**src/rtl/prog_melody_gen_mc_if.sv**
```systemverilog
// Bus bundle for the multi-channel melody generator: programming inputs, voice outputs.
`timescale 1ns/1ps
interface prog_melody_gen_mc_if #(
  parameter int CHANNELS = 2
);
  logic                restart;
  logic                reload;
  logic                pgm_strobe;
  logic                pgm_data;
  logic [CHANNELS-1:0] mel;
  logic                pgm_err;
  logic                mix;

  modport master (
    output restart, reload, pgm_strobe, pgm_data,
    input  mel, pgm_err, mix
  );

  modport slave (
    input  restart, reload, pgm_strobe, pgm_data,
    output mel, pgm_err, mix
  );
endinterface

```
**src/rtl/prog_melody_gen_mc.sv**
```systemverilog
// Multi-channel programmable square-wave melody generator with serial note programming.
// Define MIX_EN to enable the sigma-delta mixer on mix; otherwise mix is tied low.
`timescale 1ns/1ps
module prog_melody_gen_mc #(
  parameter int CHANNELS = 2,
  parameter int DEPTH    = 16,
  parameter int PITCH_W  = 8,
  parameter int DUR_W    = 4,
  parameter int TICK_DIV = 1024
) (
  input  logic                 clk,
  input  logic                 rst_n,
  prog_melody_gen_mc_if.slave  bus
);
  localparam int AW  = $clog2(DEPTH);
  localparam int CW  = (CHANNELS > 1) ? $clog2(CHANNELS) : 1;
  localparam int NW  = DUR_W + PITCH_W;
  localparam int F   = CW + AW + NW;
  localparam int BCW = $clog2(F + 1);
  localparam int TW  = (TICK_DIV > 1) ? $clog2(TICK_DIV) : 1;
  localparam int MW  = 1 << (CW + AW);

  typedef enum logic [1:0] {S_LOAD, S_PLAY, S_IDLE} state_t;

  logic            r_strobe_q, r_reload_q, r_err;
  logic [F-1:0]    r_shift;
  logic [BCW-1:0]  r_bits;
  logic [NW-1:0]   r_mem [MW];
  logic [TW-1:0]   r_tick_cnt;

  logic            w_strobe_rise, w_reload_rise, w_full, w_commit, w_tick;
  logic [CW-1:0]   w_chan;
  logic [AW-1:0]   w_addr;
  logic [NW-1:0]   w_word;
  logic [CHANNELS-1:0] w_mel;

  assign w_strobe_rise = bus.pgm_strobe & ~r_strobe_q;
  assign w_reload_rise = bus.reload & ~r_reload_q;
  assign w_full        = (r_bits == BCW'(F));
  assign {w_chan, w_addr, w_word} = r_shift;
  assign w_commit      = w_reload_rise & w_full & (32'(w_chan) < 32'(CHANNELS));
  assign w_tick        = (r_tick_cnt == TW'(TICK_DIV - 1));

  always_ff @(posedge clk or negedge rst_n) begin
    if (!rst_n) begin
      r_strobe_q <= 1'b0;
      r_reload_q <= 1'b0;
      r_bits     <= '0;
      r_err      <= 1'b0;
      r_tick_cnt <= '0;
    end else begin
      r_strobe_q <= bus.pgm_strobe;
      r_reload_q <= bus.reload;
      if (w_reload_rise)
        r_bits <= '0;
      else if (w_strobe_rise && !w_full)
        r_bits <= r_bits + BCW'(1);
      // A short frame outranks a simultaneous restart so the error is never lost.
      if (w_reload_rise && !w_full)
        r_err <= 1'b1;
      else if (bus.restart)
        r_err <= 1'b0;
      if (bus.restart || w_tick)
        r_tick_cnt <= '0;
      else
        r_tick_cnt <= r_tick_cnt + TW'(1);
    end
  end

  always_ff @(posedge clk) begin
    if (w_strobe_rise)
      r_shift <= {r_shift[F-2:0], bus.pgm_data};
  end

  always_ff @(posedge clk or negedge rst_n) begin
    if (!rst_n) begin
      for (int i = 0; i < MW; i++)
        r_mem[i] <= '0;
    end else if (w_commit) begin
      r_mem[{w_chan, w_addr}] <= w_word;
    end
  end

  for (genvar g = 0; g < CHANNELS; g++) begin : g_ch
    state_t              r_state, w_state_nx;
    logic [AW-1:0]       r_addr, w_addr_nx;
    logic [PITCH_W-1:0]  r_pitch, w_pitch_nx, r_tone, w_tone_nx, w_rd_pitch;
    logic [DUR_W-1:0]    r_dur, w_dur_nx, w_rd_dur;
    logic                r_mel, w_mel_nx, w_wr_here;

    assign {w_rd_dur, w_rd_pitch} = r_mem[{CW'(g), r_addr}];
    assign w_wr_here = w_commit & (w_chan == CW'(g));
    assign w_mel[g]  = r_mel;

    always_comb begin
      w_state_nx = r_state;
      w_addr_nx  = r_addr;
      w_pitch_nx = r_pitch;
      w_tone_nx  = r_tone;
      w_dur_nx   = r_dur;
      w_mel_nx   = r_mel;
      if (bus.restart) begin
        w_state_nx = S_LOAD;
        w_addr_nx  = '0;
        w_mel_nx   = 1'b0;
      end else begin
        case (r_state)
          S_LOAD: begin
            w_mel_nx = 1'b0;
            if (w_rd_dur == '0) begin
              w_addr_nx = '0;
              if (r_addr == '0)
                w_state_nx = S_IDLE;
            end else begin
              w_state_nx = S_PLAY;
              w_pitch_nx = w_rd_pitch;
              w_tone_nx  = w_rd_pitch;
              w_dur_nx   = w_rd_dur;
            end
          end
          S_PLAY: begin
            if (r_pitch == '0) begin
              w_mel_nx = 1'b0;
            end else if (r_tone == PITCH_W'(1)) begin
              w_tone_nx = r_pitch;
              w_mel_nx  = ~r_mel;
            end else begin
              w_tone_nx = r_tone - PITCH_W'(1);
            end
            if (w_tick) begin
              w_dur_nx = r_dur - DUR_W'(1);
              if (r_dur == DUR_W'(1)) begin
                w_state_nx = S_LOAD;
                w_addr_nx  = r_addr + AW'(1);
                w_mel_nx   = 1'b0;
              end
            end
          end
          S_IDLE: begin
            w_mel_nx = 1'b0;
            if (w_wr_here) begin
              w_state_nx = S_LOAD;
              w_addr_nx  = '0;
            end
          end
          default: w_state_nx = S_LOAD;
        endcase
      end
    end

    always_ff @(posedge clk or negedge rst_n) begin
      if (!rst_n) begin
        r_state <= S_LOAD;
        r_addr  <= '0;
        r_mel   <= 1'b0;
      end else begin
        r_state <= w_state_nx;
        r_addr  <= w_addr_nx;
        r_mel   <= w_mel_nx;
      end
    end

    always_ff @(posedge clk) begin
      r_pitch <= w_pitch_nx;
      r_tone  <= w_tone_nx;
      r_dur   <= w_dur_nx;
    end
  end

  assign bus.mel     = w_mel;
  assign bus.pgm_err = r_err;

`ifdef MIX_EN
  localparam int SW = $clog2(2 * CHANNELS);
  logic [SW-1:0] r_acc, w_sum;
  logic          r_mix;

  always_comb begin
    w_sum = r_acc;
    for (int i = 0; i < CHANNELS; i++)
      w_sum = w_sum + SW'(w_mel[i]);
  end

  always_ff @(posedge clk or negedge rst_n) begin
    if (!rst_n) begin
      r_acc <= '0;
      r_mix <= 1'b0;
    end else if (w_sum >= SW'(CHANNELS)) begin
      r_mix <= 1'b1;
      r_acc <= w_sum - SW'(CHANNELS);
    end else begin
      r_mix <= 1'b0;
      r_acc <= w_sum;
    end
  end

  assign bus.mix = r_mix;
`else
  assign bus.mix = 1'b0;
`endif
endmodule
```
**src/flat_wrapper.sv**
```systemverilog
// flat-port wrapper written by rule: the top's interface ports become plain ports
module prog_melody_gen_mc_flat 
#(
  parameter int CHANNELS = 2,
  parameter int DEPTH    = 16,
  parameter int PITCH_W  = 8,
  parameter int DUR_W    = 4,
  parameter int TICK_DIV = 1024
)
  (clk, rst_n, bus_restart, bus_reload, bus_pgm_strobe, bus_pgm_data, bus_mel, bus_pgm_err, bus_mix);
  prog_melody_gen_mc_if #(.CHANNELS(CHANNELS)) bus_i ();
  input  logic clk;
  input  logic rst_n;
  input wire logic [$bits(bus_i.restart)-1:0] bus_restart;
  input wire logic [$bits(bus_i.reload)-1:0] bus_reload;
  input wire logic [$bits(bus_i.pgm_strobe)-1:0] bus_pgm_strobe;
  input wire logic [$bits(bus_i.pgm_data)-1:0] bus_pgm_data;
  output wire logic [$bits(bus_i.mel)-1:0] bus_mel;
  output wire logic [$bits(bus_i.pgm_err)-1:0] bus_pgm_err;
  output wire logic [$bits(bus_i.mix)-1:0] bus_mix;
  assign bus_i.restart = bus_restart;
  assign bus_i.reload = bus_reload;
  assign bus_i.pgm_strobe = bus_pgm_strobe;
  assign bus_i.pgm_data = bus_pgm_data;
  assign bus_mel = bus_i.mel;
  assign bus_pgm_err = bus_i.pgm_err;
  assign bus_mix = bus_i.mix;
  prog_melody_gen_mc #(.CHANNELS(CHANNELS), .DEPTH(DEPTH), .PITCH_W(PITCH_W), .DUR_W(DUR_W), .TICK_DIV(TICK_DIV)) u_core (.clk(clk), .rst_n(rst_n), .bus(bus_i));
endmodule
```
**config.mk**
```make
export PLATFORM = sky130hd
export DESIGN_NAME = prog_melody_gen_mc_flat
export DESIGN_NICKNAME = d
export VERILOG_FILES = /design/src/rtl/prog_melody_gen_mc_if.sv /design/src/rtl/prog_melody_gen_mc.sv /design/src/flat_wrapper.sv
export SDC_FILE = /design/constraint.sdc
export NUM_CORES = 1
export LEC_CHECK = 0
export ABC_CLOCK_PERIOD_IN_PS = 10250
export CAP_MARGIN = 20
export CORE_ASPECT_RATIO = 2
export CORE_MARGIN = 10
export CORE_UTILIZATION = 58
export CTS_BUF_LIST = sky130_fd_sc_hd__clkbuf_8
export CTS_CLUSTER_SIZE = 28
export DETAILED_ROUTE_END_ITERATION = 8
export PLACE_DENSITY = 0.82
export SKIP_CTS_REPAIR_TIMING = 1
export SYNTH_ARGS = -nofsm -noshare
export SYNTH_HDL_FRONTEND = slang
export SYNTH_SLANG_ARGS = --single-unit
```
**constraint.sdc**
```tcl
create_clock -name clk -period 10.25 [get_ports clk]
set_clock_uncertainty 0.05 [all_clocks]
set_input_delay 1.5375 -clock clk [delete_from_list [all_inputs] [get_ports clk]]
set_output_delay 1.5375 -clock clk [all_outputs]
set_load 0.1 [all_outputs]
```
==> impl_metrics.json <==
{
  "status": "finished, final reports clean",
  "crit_chain": "clkdlybuf4s50_1, nand2b_1, or3_1, nor3b_1, nand3_1, mux2_2",
  "dieHeight_um": 294.4,
  "cts_max_level": 2,
  "cp_max_fo": 12,
  "rsz0062_at_grt": "false",
  "final_area_sq_um": 23830,
  "cp.arrival_ns": 4.36,
  "max_slew_margin": 0.2643,
  "synth.most_common_cell": "dfrtp_1",
  "globalRouteMet2Util": 0.3920,
  "gr-usage-met1": 0.2245,
  "initial_core_util": 0.5876,
  "insertion_delay_ns": 0.64,
  "grtUsageMet3": 0.02263,
  "min_from": "u_core.r_mem[291]",
  "clock_path_buffers": 3,
  "die_w_um": 157.2,
  "place_ws_ns": 5.663,
  "nets": 1481,
  "setup_tns_ns": 0,
  "r2r_slack_ns": 6.58,
  "ioPinCount": 10,
  "hold_violations": 0,
  "ir_drop_mv": 0.09706,
  "wirelength_um": 47460,
  "crit_slowest_cell": "nand3_1",
  "hold_end": "u_core.r_mem[291]",
  "grt_pass1_vias": 13410,
  "syn_inst": 1470,
  "grt_pass1_wl_um": 75140,
  "synth_top_area_cell": "dfrtp_1",
  "reg2reg_from": "u_core.g_ch[1].r_addr[0]",
  "required_ns": 10.71,
  "fin_crit_sh": 0.3804,
  "syn_area_sq_um": 21830,
  "place_hpwl_um": 31860,
  "cts_root_buffer": "clkbuf_8",
  "worst_path_largest_cell_delay_ns": 0.71,
  "fmax_mhz": 256.5,
  "clock-sinks": 473,
  "synth_top_area_share": 0.4768,
  "cts_tree": "yes",
  "area_growth_pct": 9.140,
  "die_area_sq_um": 46280,
  "setup_violations": 0,
  "endpoint_kind": "flip-flop",
  "r2r_end": "u_core.g_ch[1].r_pitch[1]",
  "synth.distinct_cells": 61,
  "worst-path-buf-inv": 1,
  "drive_gt1_frac": 0.4287,
  "placed_cell_area_sq_um": 22250,
  "drv_slew": 0,
  "synth_edf_count": 57,
  "reg2reg_depth": 7,
  "core_sq_um": 37160,
  "nFillCells": 2543,
  "rows": 100,
  "ys.flop_type": "dfrtp_1",
  "power.density_nw_per_um2": 151.8,
  "antenna_left": 0,
  "tightest_slew_ns": 1.104,
  "fin_total_pwr_mw": 3.618,
  "numCtsBuffers": 60,
  "setup_ws_ns": 6.351,
  "gp_congestion": 0.8414,
  "dr.pass1.iters": 5,
  "cap_violations": 0,
  "grt_max_degree": 140,
  "worstSetupPathType": "input port to flip-flop",
  "first_iter_violations": 689,
  "yosysWarningCount": 0,
  "leakagePower_nw": 11.07,
  "drc": 0,
  "hp-class": "flip-flop to flip-flop",
  "wl_per_cell_um": 24.13,
  "synthArstFlopShare": 0.8795,
  "critPathLaunchType": "input port",
  "portBuffers": 8,
  "crit_family": "simple AND/OR/NAND/NOR gates",
  "vias": 12350,
  "syn-num-nets": 1494,
  "overflow": 0,
  "final_core_util": 0.6413,
  "ys_seq_area_frac": 0.5552,
  "syn_avg_cell_area_sq_um": 14.85,
  "clk_pin_slew_ns": 0.06,
  "synthTopCellsByArea": "dfrtp_1, mux2_2, mux4_2",
  "synthTopCellsByCount": "dfrtp_1, mux2_2, mux4_2",
  "ys_ff_latch": 473,
  "busiest_layer": "met2",
  "whs_path_depth": 1,
  "min_period_ns": 3.899,
  "via_per_inst": 6.281,
  "grt_use_total": 0.2100,
  "antenna_found_initial": 1
}
==> cell usage in the layout (no fill, tap or decap), types with 4 or more instances in the layout <==
cell,Yosys,final
a22oi_1,5,5
nor3b_1,5,5
edfxtp_1,57,57
a21oi_1,15,15
clkbuf_8,0,85
mux4_1,9,9
nor2_1,48,45
nor2b_1,10,9
bufinv_16,0,5
nand3_1,19,19
buf_6,2,8
or4_1,4,4
a221oi_1,4,4
buf_4,4,18
xor2_1,13,13
mux2i_1,11,11
o31ai_1,5,5
xnor2_1,11,11
buf_8,0,6
nor3_1,17,13
dfrtp_1,416,412
nand4_1,5,5
or3_1,5,5
o21ai_0,36,36
inv_1,26,36
nand2_1,61,61
ha_1,18,18
nor4_1,4,4
nand2b_1,10,10
clkinv_2,0,10
and3_1,6,6
mux2_2,386,386
mux4_2,103,103
clkdlybuf4s50_1,0,7
==> per-stage QoR <==
step,hold slack [ns],cells
2_1_floorplan,0.3841,1470
6_report,0.4452,1967
3_3_place_gp,0.4200,1835
5_1_grt,0.4616,1967
4_1_cts,0.4480,1957
3_5_place_dp,0.4306,1845
==> worst max-delay path by stage <==
stage          slack, ns  cells after the start   startpoint                  endpoint
6_report            6.35                      6   bus_reload         u_core.r_mem[152]
5_1_grt             6.25                      6   bus_reload         u_core.r_mem[268]
4_1_cts             6.33                      6   bus_reload          u_core.r_mem[93]
3_5_place_dp        5.66                      6   bus_reload          u_core.r_mem[90]
3_3_place_gp        5.59                      6   bus_reload          u_core.r_mem[26]
2_1_floorplan       6.45                      3  bus_restart  u_core.g_ch[1].r_tone[0]
==> layout make-up <==
class                   instances  area, sq um  share of cell area
well taps                     459        574.3             0.02410
repair buffers                 41        440.4             0.01848
clock inverters                27        252.7             0.01061
inverters                      26        97.59            0.004095
flip-flops and latches        473        12130              0.5091
diodes                          1        2.502           0.0001050
clock buffers                  85         1170             0.04909
multi-input cells             855         9161              0.3844
==> power breakdown <==
group	internal, mW	switching (mW)	total [mW]
sequential	1.91	0.0242	1.93
combinational	0.0418	0.0892	0.131
clock	0.861	0.691	1.55
total	2.81	0.805	3.62
==> worst reg2reg max path, cell delays in order (launching register included) <==
cell	delay, ns
dfrtp_4	0.57
buf_4	0.69
mux2i_1	0.28
a221oi_1	0.38
o21ai_0	0.12
nand2_1	0.33
nor2_1	0.11
nor2_1	0.75
==> registers in the layout, summed over array words and instances (netlist names) <==
register and count:
u_core.g_ch.r_mel 2, u_core.r_shift 17, u_core.g_ch.r_dur 8, u_core.r_reload_q 1, u_core.r_tick_cnt 10, u_core.r_bits 5
u_core.g_ch.r_pitch 16, u_core.g_ch.r_state 4, u_core.g_ch.r_addr 8, u_core.r_strobe_q 1, u_core.bus.pgm_err 1, u_core.r_mem 384
u_core.g_ch.r_tone 16
==> cells by family after synthesis <==
family / after synthesis / synth area share
and+or+nand+nor: 213 / 0.04934
adders and majority gates: 18 / 0.01031
buffers and inverters: 142 / 0.02722
muxes: 512 / 0.3227
AOI/OAI and AO/OA: 87 / 0.02544
xor gates and xnor gates: 24 / 0.009627
DFF: 473 / 0.5552
other: 1 / 0.0001717
==> metal layers <==
metal  part of all wire  wire length [um]
met1               0.36             16900
met2               0.57             26830
met3              0.026              1241
met4              0.052              2486
met5                  0                 0
Power figures use the tool's default switching activity.
